## src/rtl/mem_pkg.sv

```systemverilog
// Shared opcode fields, access-size codes, load-tracking entry and byte-lane helpers for mem_stage_p.
// Latency: none; declarations and pure functions only.
// Backpressure: none; nothing here holds state.
package mem_pkg;

  localparam int OPE_W       = 6;
  localparam int OPE_LD_BIT  = 3;   // 1 = load, 0 = store (when opcode is non-zero)
  localparam int OPE_UNS_BIT = 2;   // 1 = zero-extend a load result
  localparam int TRK_DD_W    = 8;   // widest destination index a tracking entry can carry

  localparam logic [OPE_W-1:0] OP_NOP   = 6'b000000;
  localparam logic [OPE_W-1:0] OP_ST_W  = 6'b000100;
  localparam logic [OPE_W-1:0] OP_ST_H  = 6'b000001;
  localparam logic [OPE_W-1:0] OP_ST_B  = 6'b000010;
  localparam logic [OPE_W-1:0] OP_LD_W  = 6'b001000;
  localparam logic [OPE_W-1:0] OP_LD_H  = 6'b001001;
  localparam logic [OPE_W-1:0] OP_LD_B  = 6'b001010;
  localparam logic [OPE_W-1:0] OP_LD_HU = 6'b001101;
  localparam logic [OPE_W-1:0] OP_LD_BU = 6'b001110;

  typedef enum logic [1:0] {
    SZ_W = 2'b00,
    SZ_H = 2'b01,
    SZ_B = 2'b10,
    SZ_R = 2'b11
  } size_e;

  // One in-flight load, carried alongside the RAM read pipe.
  typedef struct packed {
    logic                vld;
    logic [TRK_DD_W-1:0] dd;
    size_e               size;
    logic                uns;
    logic [1:0]          off;
  } trk_t;

  // Drop the offset bits that the access size does not allow.
  function automatic logic [1:0] align_off(size_e size, logic [1:0] off);
    case (size)
      SZ_W:    align_off = 2'b00;
      SZ_H:    align_off = {off[1], 1'b0};
      default: align_off = off;
    endcase
  endfunction

  function automatic logic misaligned(size_e size, logic [1:0] off);
    case (size)
      SZ_W:    misaligned = (off != 2'b00);
      SZ_H:    misaligned = off[0];
      default: misaligned = 1'b0;
    endcase
  endfunction

  // Byte-lane write enables for an already aligned offset.
  function automatic logic [3:0] lane_we(size_e size, logic [1:0] off);
    case (size)
      SZ_W:    lane_we = 4'b1111;
      SZ_H:    lane_we = off[1] ? 4'b1100 : 4'b0011;
      SZ_B:    lane_we = 4'b0001 << off;
      default: lane_we = 4'b0000;
    endcase
  endfunction

  // Pick the byte/half at off out of a RAM word and extend it to 32 bits.
  function automatic logic [31:0] load_extract(logic [31:0] word, size_e size,
                                               logic [1:0] off, logic uns);
    logic [15:0] h;
    logic [7:0]  b;
    h = off[1] ? word[31:16] : word[15:0];
    b = word[{off, 3'b000} +: 8];
    case (size)
      SZ_H:    load_extract = uns ? {16'h0000, h} : {{16{h[15]}}, h};
      SZ_B:    load_extract = uns ? {24'h000000, b} : {{24{b[7]}}, b};
      default: load_extract = word;
    endcase
  endfunction

endpackage

```

## src/rtl/mem_load_align.sv

```systemverilog
// Extracts the addressed byte/half from returning RAM data and sign/zero-extends it.
// Latency: purely combinational.
// Backpressure: none; follows the read data every cycle.
module mem_load_align
  import mem_pkg::*;
(
  input  logic [31:0] word,
  input  size_e       size,
  input  logic [1:0]  off,
  input  logic        uns,
  output logic [31:0] data
);

  // Lane select and extension for the result register.
  always_comb begin
    data = load_extract(word, size, off, uns);
  end

endmodule

```

## src/rtl/mem_stage_p.sv

```systemverilog
// Data-memory access stage: byte/half/word loads and stores with lane enables; macro MEM_MISALIGN_EXC_EN adds misalign flagging.
// Latency: RAM request 1 cycle after input; load write-back RD_LAT+2 cycles after input.
// Backpressure: none; one operation accepted every cycle, never stalls.
module mem_stage_p
  import mem_pkg::*;
#(
  parameter int ADDR_W = 19,
  parameter int DATA_W = 32,
  parameter int REG_W  = 6,
  parameter int RD_LAT = 3
) (
  input  logic              clk,
  input  logic              rst,
  input  logic              in_valid,
  input  logic [OPE_W-1:0]  ope,
  input  logic [DATA_W-1:0] ds_val,
  input  logic [DATA_W-1:0] dt_val,
  input  logic [REG_W-1:0]  dd,
  input  logic [15:0]       imm,
  output logic [REG_W-1:0]  reg_addr,
  output logic [DATA_W-1:0] reg_dd_val,
  output logic [ADDR_W-1:0] d_addr,
  output logic [DATA_W-1:0] d_wdata,
  input  logic [DATA_W-1:0] d_rdata,
  output logic              d_en,
  output logic [3:0]        d_we
`ifdef MEM_MISALIGN_EXC_EN
  ,
  output logic              misalign
`endif
);

  if (DATA_W != 32) begin : g_bad_data_w
    $error("mem_stage_p: DATA_W must be 32");
  end
  if (RD_LAT < 1 || RD_LAT > 8) begin : g_bad_rd_lat
    $error("mem_stage_p: RD_LAT must be 1..8");
  end
  if (REG_W > TRK_DD_W) begin : g_bad_reg_w
    $error("mem_stage_p: REG_W exceeds tracking entry width");
  end

  logic [31:0] ea;
  size_e       size;
  logic [1:0]  aoff;
  logic        is_op, is_ld, is_st;
  logic [3:0]  we_c;
  logic [31:0] wdata_c;
  trk_t        ent_c;
`ifdef MEM_MISALIGN_EXC_EN
  logic        mis_c;
`endif

  trk_t        s1_ent;
  trk_t        trk [RD_LAT];
  trk_t        trk_out;
  logic [31:0] ld_data;
  logic        unused_bits;

  // Decode the incoming operation into the RAM request and its tracking entry.
  always_comb begin
    ea      = ds_val + {{16{imm[15]}}, imm};
    size    = size_e'(ope[1:0]);
    is_op   = in_valid && (ope != OP_NOP) && (size != SZ_R);
    is_ld   = is_op && ope[OPE_LD_BIT];
    is_st   = is_op && !ope[OPE_LD_BIT];
    aoff    = align_off(size, ea[1:0]);
    we_c    = is_st ? lane_we(size, aoff) : 4'b0000;
    case (size)
      SZ_B:    wdata_c = {4{dt_val[7:0]}};
      SZ_H:    wdata_c = {2{dt_val[15:0]}};
      default: wdata_c = dt_val;
    endcase
    ent_c      = '0;
    ent_c.vld  = is_ld;
    ent_c.dd   = TRK_DD_W'(dd);
    ent_c.size = size;
    ent_c.uns  = ope[OPE_UNS_BIT];
    ent_c.off  = aoff;
`ifdef MEM_MISALIGN_EXC_EN
    // A misaligned access is flagged and neither writes memory nor writes back.
    mis_c = (is_ld || is_st) && misaligned(size, ea[1:0]);
    if (mis_c) begin
      we_c      = 4'b0000;
      ent_c.vld = 1'b0;
    end
`endif
  end

  // S1: register the RAM request and hand the entry to the tracking pipe.
  always_ff @(posedge clk or posedge rst) begin
    if (rst) begin
      d_addr  <= '0;
      d_wdata <= '0;
      d_we    <= '0;
      d_en    <= 1'b0;
      s1_ent  <= '0;
    end else begin
      d_addr  <= ea[ADDR_W+1:2];
      d_wdata <= wdata_c;
      d_we    <= we_c;
      d_en    <= 1'b1;
      s1_ent  <= ent_c;
    end
  end

`ifdef MEM_MISALIGN_EXC_EN
  // Misalign flag pulses alongside the S1 request.
  always_ff @(posedge clk or posedge rst) begin
    if (rst) misalign <= 1'b0;
    else     misalign <= mis_c;
  end
`endif

  // Tracking pipe: entry reaches the tail in the cycle its RAM data is valid.
  always_ff @(posedge clk or posedge rst) begin
    if (rst) begin
      for (int i = 0; i < RD_LAT; i++) trk[i] <= '0;
    end else begin
      trk[0] <= s1_ent;
      for (int i = 1; i < RD_LAT; i++) trk[i] <= trk[i-1];
    end
  end

  assign trk_out     = trk[RD_LAT-1];
  assign unused_bits = ^{ea, trk_out.dd};

  mem_load_align u_align (
    .word (d_rdata),
    .size (trk_out.size),
    .off  (trk_out.off),
    .uns  (trk_out.uns),
    .data (ld_data)
  );

  // Write-back register: load result or an explicit "no write" slot.
  always_ff @(posedge clk or posedge rst) begin
    if (rst) begin
      reg_addr   <= '0;
      reg_dd_val <= '0;
    end else if (trk_out.vld) begin
      reg_addr   <= trk_out.dd[REG_W-1:0];
      reg_dd_val <= ld_data;
    end else begin
      reg_addr   <= '0;
      reg_dd_val <= '0;
    end
  end

endmodule
```

## config.mk

```make
export PLATFORM = sky130hd
export DESIGN_NAME = mem_stage_p
export DESIGN_NICKNAME = d
export VERILOG_FILES = /design/src/rtl/mem_pkg.sv /design/src/rtl/mem_load_align.sv /design/src/rtl/mem_stage_p.sv
export SDC_FILE = /design/constraint.sdc
export NUM_CORES = 1
export LEC_CHECK = 0
export BUFFER_PORTS_ARGS = -buffer_cell sky130_fd_sc_hd__buf_2
export CAP_MARGIN = 20
export CORE_ASPECT_RATIO = 0.6
export CORE_MARGIN = 1.5
export CORE_UTILIZATION = 38
export CTS_CLUSTER_SIZE = 8
export DETAILED_ROUTE_END_ITERATION = 7
export PLACE_DENSITY = 0.64
export SYNTH_ARGS = -nofsm -noshare
export SYNTH_HDL_FRONTEND = slang
export SYNTH_SLANG_ARGS = --single-unit
```

## constraint.sdc

```tcl
create_clock -name clk -period 9.5 [get_ports clk]
set_input_delay 1.425 -clock clk [delete_from_list [all_inputs] [get_ports clk]]
set_output_delay 1.425 -clock clk [all_outputs]
set_load 0.1 [all_outputs]
```

==> After elaboration in Yosys (flattened, before gate mapping) <==
Cells that the tools add are included.
Widths: inputs -> output; s select.
{ "classes": {"eq_ne": 5, "add_sub_neg": 1, "reduce_logical": 7, "shift": 2, "muxes": 11} }
{ "ops": {"columns": ["op", "n"], "rows": [
  ["$pmux 32 s2", 2],
  ["$mux 32", 3],
  ["$shiftx 32x6->8", 1],
  ["$add 21x21->21", 1],
  ["$mux 16", 1],
  ["$pmux 4 s3", 1],
  ["$mux 4", 2],
  ["$mux 6", 1],
  ["$reduce_bool 6->1", 1],
  ["$eq 2x1->1 const B", 2],
  ["$eq 2x2->1 const B", 2],
  ["$logic_and 1x1->1", 4],
  ["$pmux 2 s2", 1],
  ["$shl 1x2->4 const A", 1],
  ["$logic_not 2->1", 1],
  ["$ne 2x2->1 const B", 1],
  ["$logic_not 1->1", 1]
]} }
{ "word_totals": {"output_inout_bits": 94, "regBits": 142} }

==> Longest topological paths before layout <==
Gate-level depths: netlist of run 1.
{ "depth": {"ltp_word": 5, "ltp_mapped": 10, "mapped_depth_nobuf": 10} }

==> Cells and area by module <==
From an unflattened synthesis of run 1, not the netlist that was laid out.
{ "hier_totals": {"hier_cells": 550, "hier_area_um2": 6149.6} }
{ "modules_own_cells": {"columns": ["mod", "cells_per_inst", "n_inst", "seq_area_each_um2", "area_per_inst_um2"], "rows": [
  ["mem_stage_p", 443, 1, 3553.4, 5486.5],
  ["mem_load_align", 107, 1, 0.0, 663.1]
]} }

==> Least setup slack after synthesis of run 1 <==
OpenSTA, ideal clock, no wires.
{ "synth_timing": {"kind": "input to register", "from": "in ds_val[8]", "to": "reg d_addr[17]", "setup_ns": 0.127, "path_buffers": 1, "arrival_time_ns": 2.966, "stages": 8, "path_slack_ns": 6.407, "cell_sequence": "ha_1 buf_6 a21o_1 a21o_1 a221o_2 a21oi_4 o21ai_1 xor2_1"} }
{ "synth_via": {"elab_chain_cells": 1} }
{ "synth_rtl": {"columns": ["item", "line", "source"], "rows": [
  ["start: declaration", "mem_stage_p.sv:16", "input logic [DATA_W-1:0] ds_val,"],
  ["$add 21x21->21", "mem_stage_p.sv:62", "ea = ds_val + {{16{imm[15]}}, imm};"],
  ["net ea[19]", "mem_stage_p.sv:43", "logic [31:0] ea;"],
  ["end signal: assignment", "mem_stage_p.sv:99", "d_addr <= ea[ADDR_W+1:2];"],
  ["end: declaration", "mem_stage_p.sv:22", "output logic [ADDR_W-1:0] d_addr,"]
]} }
The timed path passes the listed nets, and every way through them passes these cells.

==> Final worst setup path of run 1 <==
{ "layout_timing": {"from": "in ds_val[0]", "to": "reg d_addr[16]"} }
Same word-level chain as after synthesis.

==> results of run 1 <==
-- power groups by stage --
stage | clock, mW | combinational [mW] | sequential [mW]
2_1_floorplan | 0 | 0.123 | 0.973
3_3_place_gp | 0 | 0.511 | 0.686
3_5_place_dp | 0 | 0.515 | 0.687
4_1_cts | 0.669 | 0.516 | 0.678
5_1_grt | 0.699 | 0.540 | 0.683
6_report | 0.654 | 0.515 | 0.677
-- layout by cell type, fill, tap and decap left out, types with 3 or more instances in the layout --
cell / instances
a21o_1: 6
a21oi_1: 69
a22o_1: 8
a22oi_1: 8
and2_1: 10
buf_2: 209
clkbuf_16: 17
clkinv_4: 4
dfrtp_1: 142
ha_1: 26
inv_1: 38
inv_6: 6
mux2_2: 9
nand2_1: 28
nand2b_1: 3
nand3_1: 9
nor2_1: 20
o21ai_0: 24
o21bai_1: 4
o22ai_1: 15
xnor2_1: 13
xor2_1: 6
-- through the flow --
stage / cell area (um^2) / std cells / power, mW
2_1_floorplan: 5750 / 494 / 1.10
3_5_place_dp: 6970 / 882 / 1.20
3_3_place_gp: 6970 / 882 / 1.20
4_1_cts: 7550 / 914 / 1.86
5_1_grt: 7550 / 914 / 1.92
6_report: 7550 / 914 / 1.85
-- cells in the mapped netlist (all sizes together) --
cell type,count,share of area
o22ai,15,0.016
and3,2,0.0022
o211ai,3,0.0048
nand3,9,0.0078
nand2b,3,0.0033
a22oi,8,0.010
a221oi,1,0.0015
dfrtp,142,0.62
a221o,2,0.0037
fa,1,0.0035
xnor2,13,0.020
o22a,1,0.0017
nand4,2,0.0022
clkbuf,18,0.012
ha,26,0.057
a311oi,1,0.0015
conb,1,0.00065
a31oi,2,0.0022
a21o,6,0.0078
buf,2,0.0033
or3,1,0.0011
and3b,1,0.0015
a22o,8,0.012
o311a,1,0.0017
and2,10,0.011
xor2,6,0.0091
mux2,9,0.018
o21bai,4,0.0052
o41ai,1,0.0015
nor3,3,0.0035
nor3b,1,0.0013
nand2,28,0.018
o21ai,28,0.026
a21oi,71,0.066
nor2b,2,0.0022
inv,39,0.025
nor2,20,0.013
and4,1,0.0015
o21a,2,0.0026
-- cell families after synthesis --
family,count (synthesis)
mux,9
buf+inv,59
flops,142
compound gates,154
simple gates,83
other cells,1
xor+xnor,19
fa+ha+maj,27
-- critical path: stages --
cell and delay [ps]:
buf_2 100, ha_1 200, inv_1 70, fa_1 200
nor2b_1 70, o21bai_1 220, a21oi_1 130, o311a_1 350
o21ai_0 380, a31oi_1 150, xor2_1 160
-- per-layer routing --
layer	track usage	up-vias	share of wire
li1	-	2128	-
met1	0.241	2121	0.45
met2	0.290	219	0.44
met3	0.0680	19	0.093
met4	0.0579	6	0.011
met5	0	-	0.0024
-- how the worst max path moves through the flow --
stage | end | slack [ps] | depth (start not counted)
2_1_floorplan | d_addr[0]$_DFF_PP0_ | 4270 | 1
4_1_cts | d_addr[16]$_DFF_PP0_ | 6410 | 11
3_5_place_dp | d_addr[16]$_DFF_PP0_ | 5980 | 11
5_1_grt | d_addr[16]$_DFF_PP0_ | 6210 | 11
3_3_place_gp | d_addr[16]$_DFF_PP0_ | 6040 | 11
6_report | d_addr[16]$_DFF_PP0_ | 6310 | 11
-- cell type report --
type	instances	area, um^2	share of cell area
Clock inverter	14	156	0.0207
Sequential cell	142	3550	0.471
Multi-Input combinational cell	293	1960	0.259
Clock buffer	18	429	0.0568
Inverter	39	151	0.0200
Timing Repair Buffer	210	1050	0.140
Tap cell	198	248	0.0328
-- registers in the layout (all words and copies together), names as in the netlist --
signal and flops:
d_en 1, d_addr 19, s1_ent 12, trk 36, reg_addr 6, reg_dd_val 32, d_we 4, d_wdata 32
==> results.yml, run 1 <==
outcome:
  status: "finished, final reports clean"
drt:
  via_count: 4493
  first_pass_iters: 4
  drc: 0
  vias_per_cell: 4.92
  drt-initial-drc-count: 154
  avgRoutedWirePerCell_um: 15.7
  detail-route-antenna-nets: 0
  drt_wl_total_um: 14300
cts:
  max-clock-path-buffers: 2
  cts.sinks: 142
  cts_buffers: 17
  cts_resized: 0
  clkTransAtPathRegs_ps: 60
  htreeDepth: 4
  cts_hold_buf: 0
  postCtsSetupRepairBufs: 0
  root_buffer: "clkbuf_16"
  cts_tree: "yes"
  clk_latency_ps: 410
worst_hold_path:
  holdPathEnd: "trk[15]$_DFF_PP0_"
  min_from: "trk[29]$_DFF_PP0_"
  hold_path.class: "flip-flop to flip-flop"
  hold_depth: 0
grt:
  grt_max_degree: 98
  grt_first_pass_wirelength_um: 22600
  antenna_found_initial: 3
  grt_pass1_vias: 4391
  overflow: 0
  grtUsageTotal: 0.185
floorplan:
  ios: 221
  die_y_um: 98.2
  dieArea_mm2: 0.0159
  core_region_area_mm2: 0.0146
  initial_utilization: 0.393
  row_count: 34
  fp.dieW_um: 162
synthesis:
  yosysWarnings: 0
  synthMuxAreaShare: 0.0176
  synth_area_mm2: 0.00575
  synth_top_family_by_area: "compound AO/OA/AOI/OAI gates"
  synthAdderAreaFrac: 0.0601
  syn_area_per_cell_um2: 11.6
  synth_nets: 648
  synth_xor_area_frac: 0.0290
  yosysSeqAreaShare: 0.618
  synth_compound_area_frac: 0.165
  ys_seq_elements: 142
  synth_cell_types: 46
  synthSimpleGateAreaFrac: 0.0688
  syn_inst: 494
worst_setup_path:
  r2r_end: "reg_dd_val[26]$_DFF_PP0_"
  cp.arrival_ps: 3470
  reg2regPathDepth: 6
  r2r_setup_slack_ps: 6890
  worstSetupPathType: "input pin to flip-flop"
  critPathLaunchType: "input pin"
  startpoint: "ds_val[0]"
  critical_path_required_ps: 9780
  worstSetupEndpointType: "flip-flop"
  r2r-start: "trk[1]$_DFF_PP0_"
  crit_fanout: 3
power_and_ir_drop:
  comb_power_share: 0.279
  irDropWorstVdd_mv: 0.106
  power.density_mw_per_mm2: 245
  switchingPower_uw: 699
  p_sw_frac: 0.378
  intPower_mw: 1.15
  pwr-share-clk: 0.354
  p_leak_nw: 3.93
  pwr-share-seq: 0.367
sta:
  clock_skew_ps: 12.3
  setup_viol: 0
  hold_slack_ps: 341
  max_freq_mhz: 314
  fin_setup_tns_ps: 0
  min_period_over_period: 0.336
  finalHoldViolCount: 0
  layout_setup_ws_ps: 6310
  slew_violations: 0
  period_needed_ps: 3190
  grt_setup_unrepaired: "false"
  relSlewSlack: 0.355
  tightest_slew_ps: 967
place:
  dpl.hpwl_um: 10500
  dpl_worst_slack_ps: 5980
  gp_congestion: 0.846
  port_buffers: 209
finish:
  final_util: 0.516
  nNetsFinal: 857
  layout-drive-gt1-share: 0.362
  antenna_cells: 0
  fillers: 1315
  area_growth_pct: 31.4
flow_run:
  cap_violations: 0
Power figures use the tool's default switching activity.
==> inputs of run 2 (changes only) <==
--- a/config.mk
+++ b/config.mk
@@ -5,6 +5,7 @@
 export SDC_FILE = /design/constraint.sdc
 export NUM_CORES = 1
 export LEC_CHECK = 0
+export ABC_AREA = 1
 export BUFFER_PORTS_ARGS = -buffer_cell sky130_fd_sc_hd__buf_2
 export CAP_MARGIN = 20
 export CORE_ASPECT_RATIO = 0.6
@@ -12,7 +13,7 @@
 export CORE_UTILIZATION = 38
 export CTS_CLUSTER_SIZE = 8
 export DETAILED_ROUTE_END_ITERATION = 7
-export PLACE_DENSITY = 0.64
+export PLACE_DENSITY = 0.63
 export SYNTH_ARGS = -nofsm -noshare
 export SYNTH_HDL_FRONTEND = slang
 export SYNTH_SLANG_ARGS = --single-unit
==> constraint.sdc (replaced) <==
create_clock -name clk -period 3 [get_ports clk]
set_input_delay 0.45 -clock clk [delete_from_list [all_inputs] [get_ports clk]]
set_output_delay 0.45 -clock clk [all_outputs]
set_load 0.1 [all_outputs]
==> run 2 against run 1 <==
Effect of this change:
- via count is 16% higher
- core utilization is 0.84 points lower
- clock-buffer cell count is 1 lower
- sequential power grew to 3.1 times the previous value
- sequential share of layout area is 3.6 points lower
- critical path type is now flip-flop to flip-flop
- largest power group is now the clock network
==> results.yml, run 2 <==
outcome:
  status: "finished, final reports clean"
grt:
  grt_max_degree: 34
  grt_first_pass_wirelength_um: 26000
  grt_pass1_vias: 4986
  overflow: 0
  grtUsageTotal: 0.198
  antenna_found_initial: 0
floorplan:
  initial_utilization: 0.387
  dieArea_mm2: 0.0172
  core_region_area_mm2: 0.0161
  ios: 221
  row_count: 36
  die_y_um: 102
  fp.dieW_um: 168
synthesis:
  synth_top_cells_by_area: "dfrtp_1, nand2_1, inv_1"
  ys.flop_type: "dfrtp_1"
  yosys-top-cells-count: "nand2_1, dfrtp_1, inv_1"
  synth_top_area_cell: "dfrtp_1"
  ys_seq_elements: 142
  yosysSeqAreaShare: 0.570
  synth_nets: 847
  synth_cell_types: 30
  synth_most_common_cell: "nand2_1"
  synthArstFlopShare: 1.00
  syn_inst: 693
  synth_area_mm2: 0.00624
  synth_top_area_share: 0.570
  synth-edff-count: 0
  yosysWarnings: 0
  syn_area_per_cell_um2: 9.00
drt:
  first_pass_iters: 5
  drt-initial-drc-count: 311
  wl_met2_um: 6530
  via_count: 5212
  drc: 0
  top_layer: "met4"
  met1_length_um: 8160
  drt_wl_total_um: 16400
  wl_met3_um: 1570
  avgRoutedWirePerCell_um: 14.4
  vias_per_cell: 4.58
  detail-route-antenna-nets: 0
worst_setup_path:
  critical_path_required_ps: 3280
  worstSetupEndpointType: "flip-flop"
  worstSetupPathType: "flip-flop to flip-flop"
  cp.arrival_ps: 2350
  crit_fanout: 17
  critPathLaunchType: "flip-flop"
worst_hold_path:
  hold_path.class: "input pin to asynchronous set/reset pin"
cts:
  cts.sinks: 142
  htreeDepth: 4
  cts_resized: 0
  root_buffer: "clkbuf_16"
  max-clock-path-buffers: 2
  postCtsSetupRepairBufs: 0
  cts_hold_buf: 0
  clk_latency_ps: 410
  cts_tree: "yes"
  clkTransAtPathRegs_ps: 70
  cts_buffers: 17
sta:
  slew_violations: 0
  finalHoldViolCount: 0
  relSlewSlack: 0.398
  min_period_over_period: 0.690
  grt_setup_unrepaired: "false"
  clock_skew_ps: 15.0
  tightest_slew_ps: 903
  hold_slack_ps: 150
  fin_setup_tns_ps: 0
  max_freq_mhz: 483
  period_needed_ps: 2070
  setup_viol: 0
finish:
  top_register: "trk"
  layout-drive-gt1-share: 0.286
  final_util: 0.508
  top_regs: "trk (36), d_wdata (32), reg_dd_val (32)"
  antenna_cells: 0
  largest_reg_flops: 36
  nNetsFinal: 1070
  area_growth_pct: 31.2
  layout_commonest_cell: "buf_2"
  mostFrequentLayoutCells: "buf_2, nand2_1, dfrtp_1"
power_and_ir_drop:
  irDropWorstVdd_mv: 0.354
  p_leak_nw: 4.68
  power.density_mw_per_mm2: 730
place:
  dpl.hpwl_um: 12700
  gp_congestion: 0.904
  port_buffers: 209
flow_run:
  cap_violations: 0
[run 2: cell types whose count changed after synthesis, sizes merged, moves of 7 or more]
| cell | previous run | this run |
|---|---|---|
| inv | 39 | 110 |
| nand3 | 9 | 28 |
| o21ai | 28 | 42 |
| a22o | 8 | 0 |
| nand2 | 28 | 174 |
| clkbuf | 18 | 7 |
| a21oi | 71 | 27 |
| xnor2 | 13 | 3 |
| mux2i | 0 | 7 |
| a22oi | 8 | 0 |
| and2 | 10 | 2 |
| nor2 | 20 | 77 |
| mux2 | 9 | 0 |
[run 2: where the power goes]
part           internal, mW  total [mW]  switching, mW
combinational         0.313        1.65           1.34
sequential             2.07        2.13         0.0613
clock                  1.27        2.19          0.917
total                  3.65        5.97           2.32
[run 2: area by class of cell]
class                   instances  area, um^2
fillers                      1538        7940
flip-flops and latches        142        3550
multi-input cells             429        2200
repair buffers                215        1130
inverters                     111         428
clock buffers                  17         425
well taps                     209         262
clock inverters                15         188
[run 2: final timing paths]
kind	startpoint	to	slack [ps]	cells after the start
worst max-delay path	trk[1]$_DFF_PP0_	reg_dd_val[20]$_DFF_PP0_	930	9
worst min register to register	s1_ent[6]$_DFF_PP0_	trk[34]$_DFF_PP0_	340	0
max in group asynchronous	rst	trk[38]$_DFF_PP0_	2100	3
worst max register to register	trk[1]$_DFF_PP0_	reg_dd_val[20]$_DFF_PP0_	930	9
min in group clk	dd[2]	s1_ent[7]$_DFF_PP0_	150	1
worst min-delay path	rst	d_wdata[12]$_DFF_PP0_	150	2
[run 2: cells by family (layout without fill, tap and decap cells)]
family	after synthesis	after routing	synth area share
and+or+nand+nor	294	294	0.194
DFF	142	142	0.570
buffers and inverters	122	358	0.0774
AOI/OAI and AO/OA	90	90	0.0780
adders and majority gates	27	27	0.0554
xor gates and xnor gates	10	10	0.0140
muxes	7	7	0.0112
other	1	1	0.000601
[run 2: critical path, cell delays in order (launching register included)]
cell     delay [ps]
dfrtp_1         930
inv_8            80
nand2_2         110
nand2_1          50
nand2_1          60
nand3_1         100
nand2_2         200
nand2_2          90
nand2_4         230
nor2_1           90
[run 2: routing by layer]
metal | global-route usage | vias up
met1 | 0.292 | 2373
met3 | 0.0701 | 9
met4 | 0.0453 | 0
li1 | - | 2620
met5 | 0 | -
met2 | 0.278 | 210
[run 2: metrics by stage]
step / cell area, um^2 / total power [mW] / std cells / setup WS [ps]
global placement: 7570 / 3.81 / 1106 / 866
finish: 8190 / 5.97 / 1138 / 930
detailed placement: 7570 / 3.82 / 1106 / 815
global route: 8190 / 6.22 / 1138 / 767
floorplan: 6240 / 3.45 / 693 / 773
CTS: 8190 / 6.03 / 1138 / 929
